<file path="config.mk">
export PLATFORM = sky130hd
export DESIGN_NAME = stump_biu_flat
export DESIGN_NICKNAME = d
export VERILOG_FILES = /design/src/rtl/stump_biu_if.sv /design/src/rtl/stump_biu.sv /design/src/flat_wrapper.sv
export SDC_FILE = /design/constraint.sdc
export NUM_CORES = 1
export LEC_CHECK = 0
export CAP_MARGIN = 0
export CORE_MARGIN = 10
export CORE_UTILIZATION = 39
export DETAILED_ROUTE_END_ITERATION = 8
export GPL_TIMING_DRIVEN = 0
export PLACE_DENSITY_LB_ADDON = 0.25
export SLEW_MARGIN = 20
export SYNTH_ARGS = -nofsm -noshare
export SYNTH_HDL_FRONTEND = slang
export SYNTH_SLANG_ARGS = --single-unit
</file>
<file path="constraint.sdc">
create_clock -name clk -period 1.85 [get_ports clk]
set_input_delay 0.37 -clock clk [delete_from_list [all_inputs] [get_ports clk]]
set_output_delay 0.37 -clock clk [all_outputs]
set_load 0.02 [all_outputs]
</file>
<file path="src/rtl/stump_biu_if.sv">
// Core-side and memory-side signals of the Stump bus interface unit.
// The master modport is the BIU itself; the slave modport is the core/memory environment.
interface stump_biu_if #(
    parameter int DATA_W = 16,
    parameter int ADDR_W = 16
);
    logic              cpu_ren;
    logic              cpu_wen;
    logic [ADDR_W-1:0] cpu_addr;
    logic [DATA_W-1:0] cpu_wdata;
    logic [DATA_W-1:0] cpu_rdata;
    logic              cpu_stall;
    logic              cpu_err;
    logic              mem_req;
    logic              mem_we;
    logic [ADDR_W-1:0] mem_addr;
    logic [DATA_W-1:0] mem_wdata;
    logic [DATA_W-1:0] mem_rdata;
    logic              mem_ack;
    logic [1:0]        dbg_state;

    modport master (
        input  cpu_ren, cpu_wen, cpu_addr, cpu_wdata, mem_rdata, mem_ack,
        output cpu_rdata, cpu_stall, cpu_err, mem_req, mem_we, mem_addr, mem_wdata,
        output dbg_state
    );

    modport slave (
        output cpu_ren, cpu_wen, cpu_addr, cpu_wdata, mem_rdata, mem_ack,
        input  cpu_rdata, cpu_stall, cpu_err, mem_req, mem_we, mem_addr, mem_wdata,
        input  dbg_state
    );
endinterface

</file>
<file path="src/rtl/stump_biu.sv">
// Bus interface unit: registers a core access, holds it on the memory bus until acked,
// then releases the core for one cycle. Optional watchdog enabled by STUMP_BIU_TIMEOUT_EN.
module stump_biu #(
    parameter int DATA_W  = 16,
    parameter int ADDR_W  = 16,
    parameter int TIMEOUT = 15
) (
    input  logic        clk,
    input  logic        rst,
    stump_biu_if.master bus
);
    // Handshake: mem_req rises the cycle after a core request and stays high with
    // stable mem_we/addr/wdata until a cycle where mem_ack=1; that cycle completes
    // the access. mem_ack is ignored in any cycle where the BIU is not in REQ.
    typedef enum logic [1:0] {IDLE = 2'd0, REQ = 2'd1, DONE = 2'd2} state_t;

    state_t            state_q, state_d;
    logic              mem_req_q, mem_req_d;
    logic              mem_we_q, mem_we_d;
    logic [ADDR_W-1:0] mem_addr_q, mem_addr_d;
    logic [DATA_W-1:0] mem_wdata_q, mem_wdata_d;
    logic [DATA_W-1:0] cpu_rdata_q, cpu_rdata_d;
    logic              cpu_req;

    assign cpu_req = bus.cpu_ren | bus.cpu_wen;

`ifdef STUMP_BIU_TIMEOUT_EN
    localparam int CNT_W = $clog2(TIMEOUT + 1);
    logic [CNT_W-1:0] cnt_q, cnt_d, cnt_inc;
    logic             err_q, err_d;
    assign cnt_inc = cnt_q + 1'b1;
`else
    logic unused_timeout;
    assign unused_timeout = ^TIMEOUT;
`endif

    always_comb begin
        state_d     = state_q;
        mem_req_d   = mem_req_q;
        mem_we_d    = mem_we_q;
        mem_addr_d  = mem_addr_q;
        mem_wdata_d = mem_wdata_q;
        cpu_rdata_d = cpu_rdata_q;
`ifdef STUMP_BIU_TIMEOUT_EN
        cnt_d       = cnt_q;
        err_d       = 1'b0;
`endif
        case (state_q)
            IDLE: begin
                if (cpu_req) begin
                    mem_addr_d  = bus.cpu_addr;
                    mem_wdata_d = bus.cpu_wdata;
                    mem_we_d    = bus.cpu_wen;
                    mem_req_d   = 1'b1;
                    state_d     = REQ;
`ifdef STUMP_BIU_TIMEOUT_EN
                    cnt_d       = '0;
`endif
                end
            end
            REQ: begin
                // Ack takes priority over a watchdog expiry in the same cycle.
                if (bus.mem_ack) begin
                    if (!mem_we_q) cpu_rdata_d = bus.mem_rdata;
                    mem_req_d = 1'b0;
                    state_d   = DONE;
                end
`ifdef STUMP_BIU_TIMEOUT_EN
                else begin
                    cnt_d = cnt_inc;
                    if (cnt_inc == CNT_W'(TIMEOUT)) begin
                        mem_req_d   = 1'b0;
                        cpu_rdata_d = '1;
                        err_d       = 1'b1;
                        state_d     = DONE;
                    end
                end
`endif
            end
            DONE:    state_d = IDLE;
            default: state_d = IDLE;
        endcase
    end

    always_ff @(posedge clk or negedge rst) begin
        if (!rst) begin
            state_q     <= IDLE;
            mem_req_q   <= 1'b0;
            mem_we_q    <= 1'b0;
            mem_addr_q  <= '0;
            mem_wdata_q <= '0;
            cpu_rdata_q <= '0;
`ifdef STUMP_BIU_TIMEOUT_EN
            cnt_q       <= '0;
            err_q       <= 1'b0;
`endif
        end else begin
            state_q     <= state_d;
            mem_req_q   <= mem_req_d;
            mem_we_q    <= mem_we_d;
            mem_addr_q  <= mem_addr_d;
            mem_wdata_q <= mem_wdata_d;
            cpu_rdata_q <= cpu_rdata_d;
`ifdef STUMP_BIU_TIMEOUT_EN
            cnt_q       <= cnt_d;
            err_q       <= err_d;
`endif
        end
    end

    assign bus.cpu_stall = ((state_q == IDLE) & cpu_req) | (state_q == REQ);
    assign bus.mem_req   = mem_req_q;
    assign bus.mem_we    = mem_we_q;
    assign bus.mem_addr  = mem_addr_q;
    assign bus.mem_wdata = mem_wdata_q;
    assign bus.cpu_rdata = cpu_rdata_q;
    assign bus.dbg_state = state_q;
`ifdef STUMP_BIU_TIMEOUT_EN
    assign bus.cpu_err   = err_q;
`else
    assign bus.cpu_err   = 1'b0;
`endif
endmodule

</file>
<file path="src/flat_wrapper.sv">
// flat-port wrapper written by rule: the top's interface ports become plain ports
module stump_biu_flat 
#(
    parameter int DATA_W  = 16,
    parameter int ADDR_W  = 16,
    parameter int TIMEOUT = 15
)
  (clk, rst, bus_cpu_ren, bus_cpu_wen, bus_cpu_addr, bus_cpu_wdata, bus_mem_rdata, bus_mem_ack, bus_cpu_rdata, bus_cpu_stall, bus_cpu_err, bus_mem_req, bus_mem_we, bus_mem_addr, bus_mem_wdata, bus_dbg_state);
  stump_biu_if #(.DATA_W(DATA_W), .ADDR_W(ADDR_W)) bus_i ();
  input  logic clk;
  input  logic rst;
  input wire logic [$bits(bus_i.cpu_ren)-1:0] bus_cpu_ren;
  input wire logic [$bits(bus_i.cpu_wen)-1:0] bus_cpu_wen;
  input wire logic [$bits(bus_i.cpu_addr)-1:0] bus_cpu_addr;
  input wire logic [$bits(bus_i.cpu_wdata)-1:0] bus_cpu_wdata;
  input wire logic [$bits(bus_i.mem_rdata)-1:0] bus_mem_rdata;
  input wire logic [$bits(bus_i.mem_ack)-1:0] bus_mem_ack;
  output wire logic [$bits(bus_i.cpu_rdata)-1:0] bus_cpu_rdata;
  output wire logic [$bits(bus_i.cpu_stall)-1:0] bus_cpu_stall;
  output wire logic [$bits(bus_i.cpu_err)-1:0] bus_cpu_err;
  output wire logic [$bits(bus_i.mem_req)-1:0] bus_mem_req;
  output wire logic [$bits(bus_i.mem_we)-1:0] bus_mem_we;
  output wire logic [$bits(bus_i.mem_addr)-1:0] bus_mem_addr;
  output wire logic [$bits(bus_i.mem_wdata)-1:0] bus_mem_wdata;
  output wire logic [$bits(bus_i.dbg_state)-1:0] bus_dbg_state;
  assign bus_i.cpu_ren = bus_cpu_ren;
  assign bus_i.cpu_wen = bus_cpu_wen;
  assign bus_i.cpu_addr = bus_cpu_addr;
  assign bus_i.cpu_wdata = bus_cpu_wdata;
  assign bus_i.mem_rdata = bus_mem_rdata;
  assign bus_i.mem_ack = bus_mem_ack;
  assign bus_cpu_rdata = bus_i.cpu_rdata;
  assign bus_cpu_stall = bus_i.cpu_stall;
  assign bus_cpu_err = bus_i.cpu_err;
  assign bus_mem_req = bus_i.mem_req;
  assign bus_mem_we = bus_i.mem_we;
  assign bus_mem_addr = bus_i.mem_addr;
  assign bus_mem_wdata = bus_i.mem_wdata;
  assign bus_dbg_state = bus_i.dbg_state;
  stump_biu #(.DATA_W(DATA_W), .ADDR_W(ADDR_W), .TIMEOUT(TIMEOUT)) u_core (.clk(clk), .rst(rst), .bus(bus_i));
endmodule
</file>
==> summary.md <==
| Metric | Value |
|---|---|
| Critical path startpoint category | flop |
| Core Box Area | 5070 um2 |
| Final period utilization | between 90% and 100% |
| Bufs on Longest Clock Path | 2 |
| Die ar. | 8500 um2 |
| Sequential share of power | 35.7% |
| First-pass GRT wire length | 8580 um |
| Area contributors post-synth | dfrtp_1 (64%), mux2_2 (21%), mux2_4 (7.4%) |
| Clock root buffer | clkbuf_8 |
| Switching share of power | a little over a third |
| Syn avg cell area | approximately 17 um2 |
| Placer Congestion | between 0.6 and 0.7 |
| Wire per inst | roughly 17 um |
| Initial antenna violation count | 0 |
| Netlist cell types | 19 |
| Area growth syn-to-layout | 59.9% |
| Total number of vias | 1,388 |
| Initial DRC Count | 40 |
| Worst min path class | input pin to async pin |
| Pre-CTS worst setup slack | -198 ps |
| Largest net degree at the start of global routing | 53 |
| Die width | 92.2 um |
| DP HPWL | 4080 um |
| Status | finished, final reports clean |
| Placed Area | 3170 um2 |
| Std-Cell Rows | 26 |
| Worst-margin pin slew | 655 ps |
| Max-slew violations | 0 |
| Warning count from the yosys run | 0 |
| Net Sw Power | 1.95 mW |
| R2R setup slack | ~230 ps |
| Worst Path Max Fanout | 6 |
| CTS clk-pin slew, worst paths | 90 ps |
| Inserted Diodes | 0 |
| Setup violations, final | 0 |
| Slowest-stage cell, CP | clkdlybuf4s50_1 |
| Total Routed Length | about 5300 um |
| Max incr delay on CP | 660 ps |
| Initial Utilization | 40.1% |
| Unrepaired setup endpoints after global routing | false |
| Gr usage total | 12.8% |
| Crit path DAT | 1410 ps |
| P_leak | 1.35 nW |
| CP Capture Type | output pin |
| Flops & latches, synth | 52 |
| Mapped Area | roughly 2000 um2 |
| Skew-Pair Late Insertion Delay | 300 ps |
| Clk sinks | 52 |
| Die Span Y | 92.2 um |
| Clock power share | 11.1% |
| FILL cells | roughly 410 |
| Post-CTS Setup Repair Bufs | 0 |
| Crit path cell chain | clkdlybuf4s50_1 |
| IO Port Bufs | ~110 |
| Crit path buf inv count | 1 |
| Internal | 3.59 mW |
| Vias in the first global route | approximately 1,500 |
| Final instance area | 3250 um2 |
| Yosys top cell area share | approximately 64% |
| Post-Syn Nets | 173 |
| Max VDD drop | 0.772 mV |
| TNS Setup | 0 ps |
| Nets | around 290 |
| Final Hold Slack | 93.5 ps |
| PD cells | ~1700 nW/um2 |
| Max frequency | 563 MHz |
| TritonCTS Buffers | 5 |
| Slew HR | roughly 56% |
| Final ANT Viol Nets | 0 |
| Final WS setup | 73.4 ps |
| Max Cap Viol | 0 |
| Drt via density | 4.60 |
| Final hold vios | 0 |
| Power share of the combinational group | 53.2% |
| Family with the most delay on the worst path | buffers and inverters |
| Grt ovf | 0 |
| Yosys top cell by area | dfrtp_1 |
| Setup Skew | 5.41 ps |
| CTS tree | yes |
| Sequential fraction of the synthesis area | between 60% and 70% |
| Drt drc | 0 |
| WP data required | between 1000 and 1500 ps |
| Layout Cells excl Fill | 302 |
| Post-layout util | roughly 64% |
| H-tree depth | 2 |
| Placed Instances | 295 |
| Share of layout cells above drive strength 1 | between 20% and 30% |
| Overall power | 5.53 mW |
| Pre-antenna DRT Iters | 4 |
| I/O pin count | between 100 and 150 |
| WS Path Type | flop to output pin |
| Crit path time final | around 1800 ps |
| Mapped Cells | 120 |
[cell type report]
cell class | instances | area, um2 | share of cell area [%]
Buffer | 7 | 66.3 | 2.04
Clock buffer | 6 | 72.6 | 2.23
Clock inverter | 1 | 5.00 | 0.154
Multi-Input combinational cell | 61 | 671 | 20.6
Sequential cell | 52 | 1300 | 40.0
Tap cell | 70 | 87.6 | 2.69
Timing Repair Buffer | 105 | 1050 | 32.2
[cells in the mapped netlist]
cell	count
conb_1	1
buf_6	1
o21a_1	1
mux2_2	38
a211oi_1	1
a211o_1	1
a22o_1	1
buf_4	4
nor2b_4	1
mux2_4	10
buf_12	1
nand2b_1	1
nand2_1	1
buf_2	1
and3b_1	1
nor2_1	2
dfrtp_1	52
nor3_1	1
nor2b_1	1
[worst paths after layout]
path	start	to	cells after the start
max	u_core.bus.dbg_state[0]	bus_dbg_state[0]	1
min	rst	u_core.bus.mem_wdata[11]	1
max reg2reg	u_core.bus.dbg_state[0]	u_core.bus.mem_addr[5]	5
min reg2reg	u_core.bus.mem_wdata[9]	u_core.bus.mem_wdata[9]	1
max in group asynchronous	rst	u_core.bus.mem_addr[6]	1
min in group clk	u_core.bus.mem_wdata[9]	u_core.bus.mem_wdata[9]	1
[state kept, by name, summed over array words and instances, names as in the netlist]
name,flops
u_core.bus.mem_we,1
u_core.bus.mem_wdata,16
u_core.bus.mem_addr,16
u_core.bus.cpu_rdata,16
u_core.bus.dbg_state,2
u_core.bus.mem_req,1
[what timing repair did]
action / CTS / global route
resized for setup: 1 / 1
hold buffers: 0 / 0
endpoints found under the hold margin: 0 / 0
endpoints found under the setup margin: 1 / 1
[power by group through the flow]
| stage | Combinational [mW] | Clock [mW] | Sequential, mW |
|---|---|---|---|
| 2_1_floorplan | 0.803 | 0 | 2.70 |
| 3_3_place_gp | 2.97 | 0 | 1.97 |
| 3_5_place_dp | 2.99 | 0 | 2.01 |
| 4_1_cts | 3.00 | 0.640 | 1.98 |
| 5_1_grt | 3.12 | 0.674 | 2.07 |
| 6_report | 2.95 | 0.613 | 1.98 |
[layout by cell type (no fill, tap or decap), drive strengths merged]
cell / instances
a22o: 1
and3b: 1
a211oi: 1
conb: 1
dfrtp: 52
o21a: 1
clkinv: 1
buf: 8
mux2: 48
nand2b: 1
clkdlybuf4s50: 103
nor2: 2
nor2b: 2
dlygate4sd2: 1
a211o: 1
nor3: 1
nand2: 1
clkbuf: 6
[kinds of logic (layout without fill, tap and decap cells)]
family	count (synthesis)	count (layout)	synth area share, %
multiplexers	48	48	28.4
flip-flops	52	52	64.0
AO/OA/AOI/OAI	4	4	1.60
other	1	1	0.184
AND/OR/NAND/NOR	8	8	2.52
buffers and inverters	7	119	3.26
[per-layer routing]
metal | GRT usage (%) | part of all wire [%] | wire length (um)
met1 | 15.2 | 41 | 2160
met2 | 20.6 | 48 | 2550
met3 | 4.56 | 9.2 | 483
met4 | 5.40 | 1.5 | 78
met5 | 0 | 0 | 0
(Power assumes the default switching activity.)
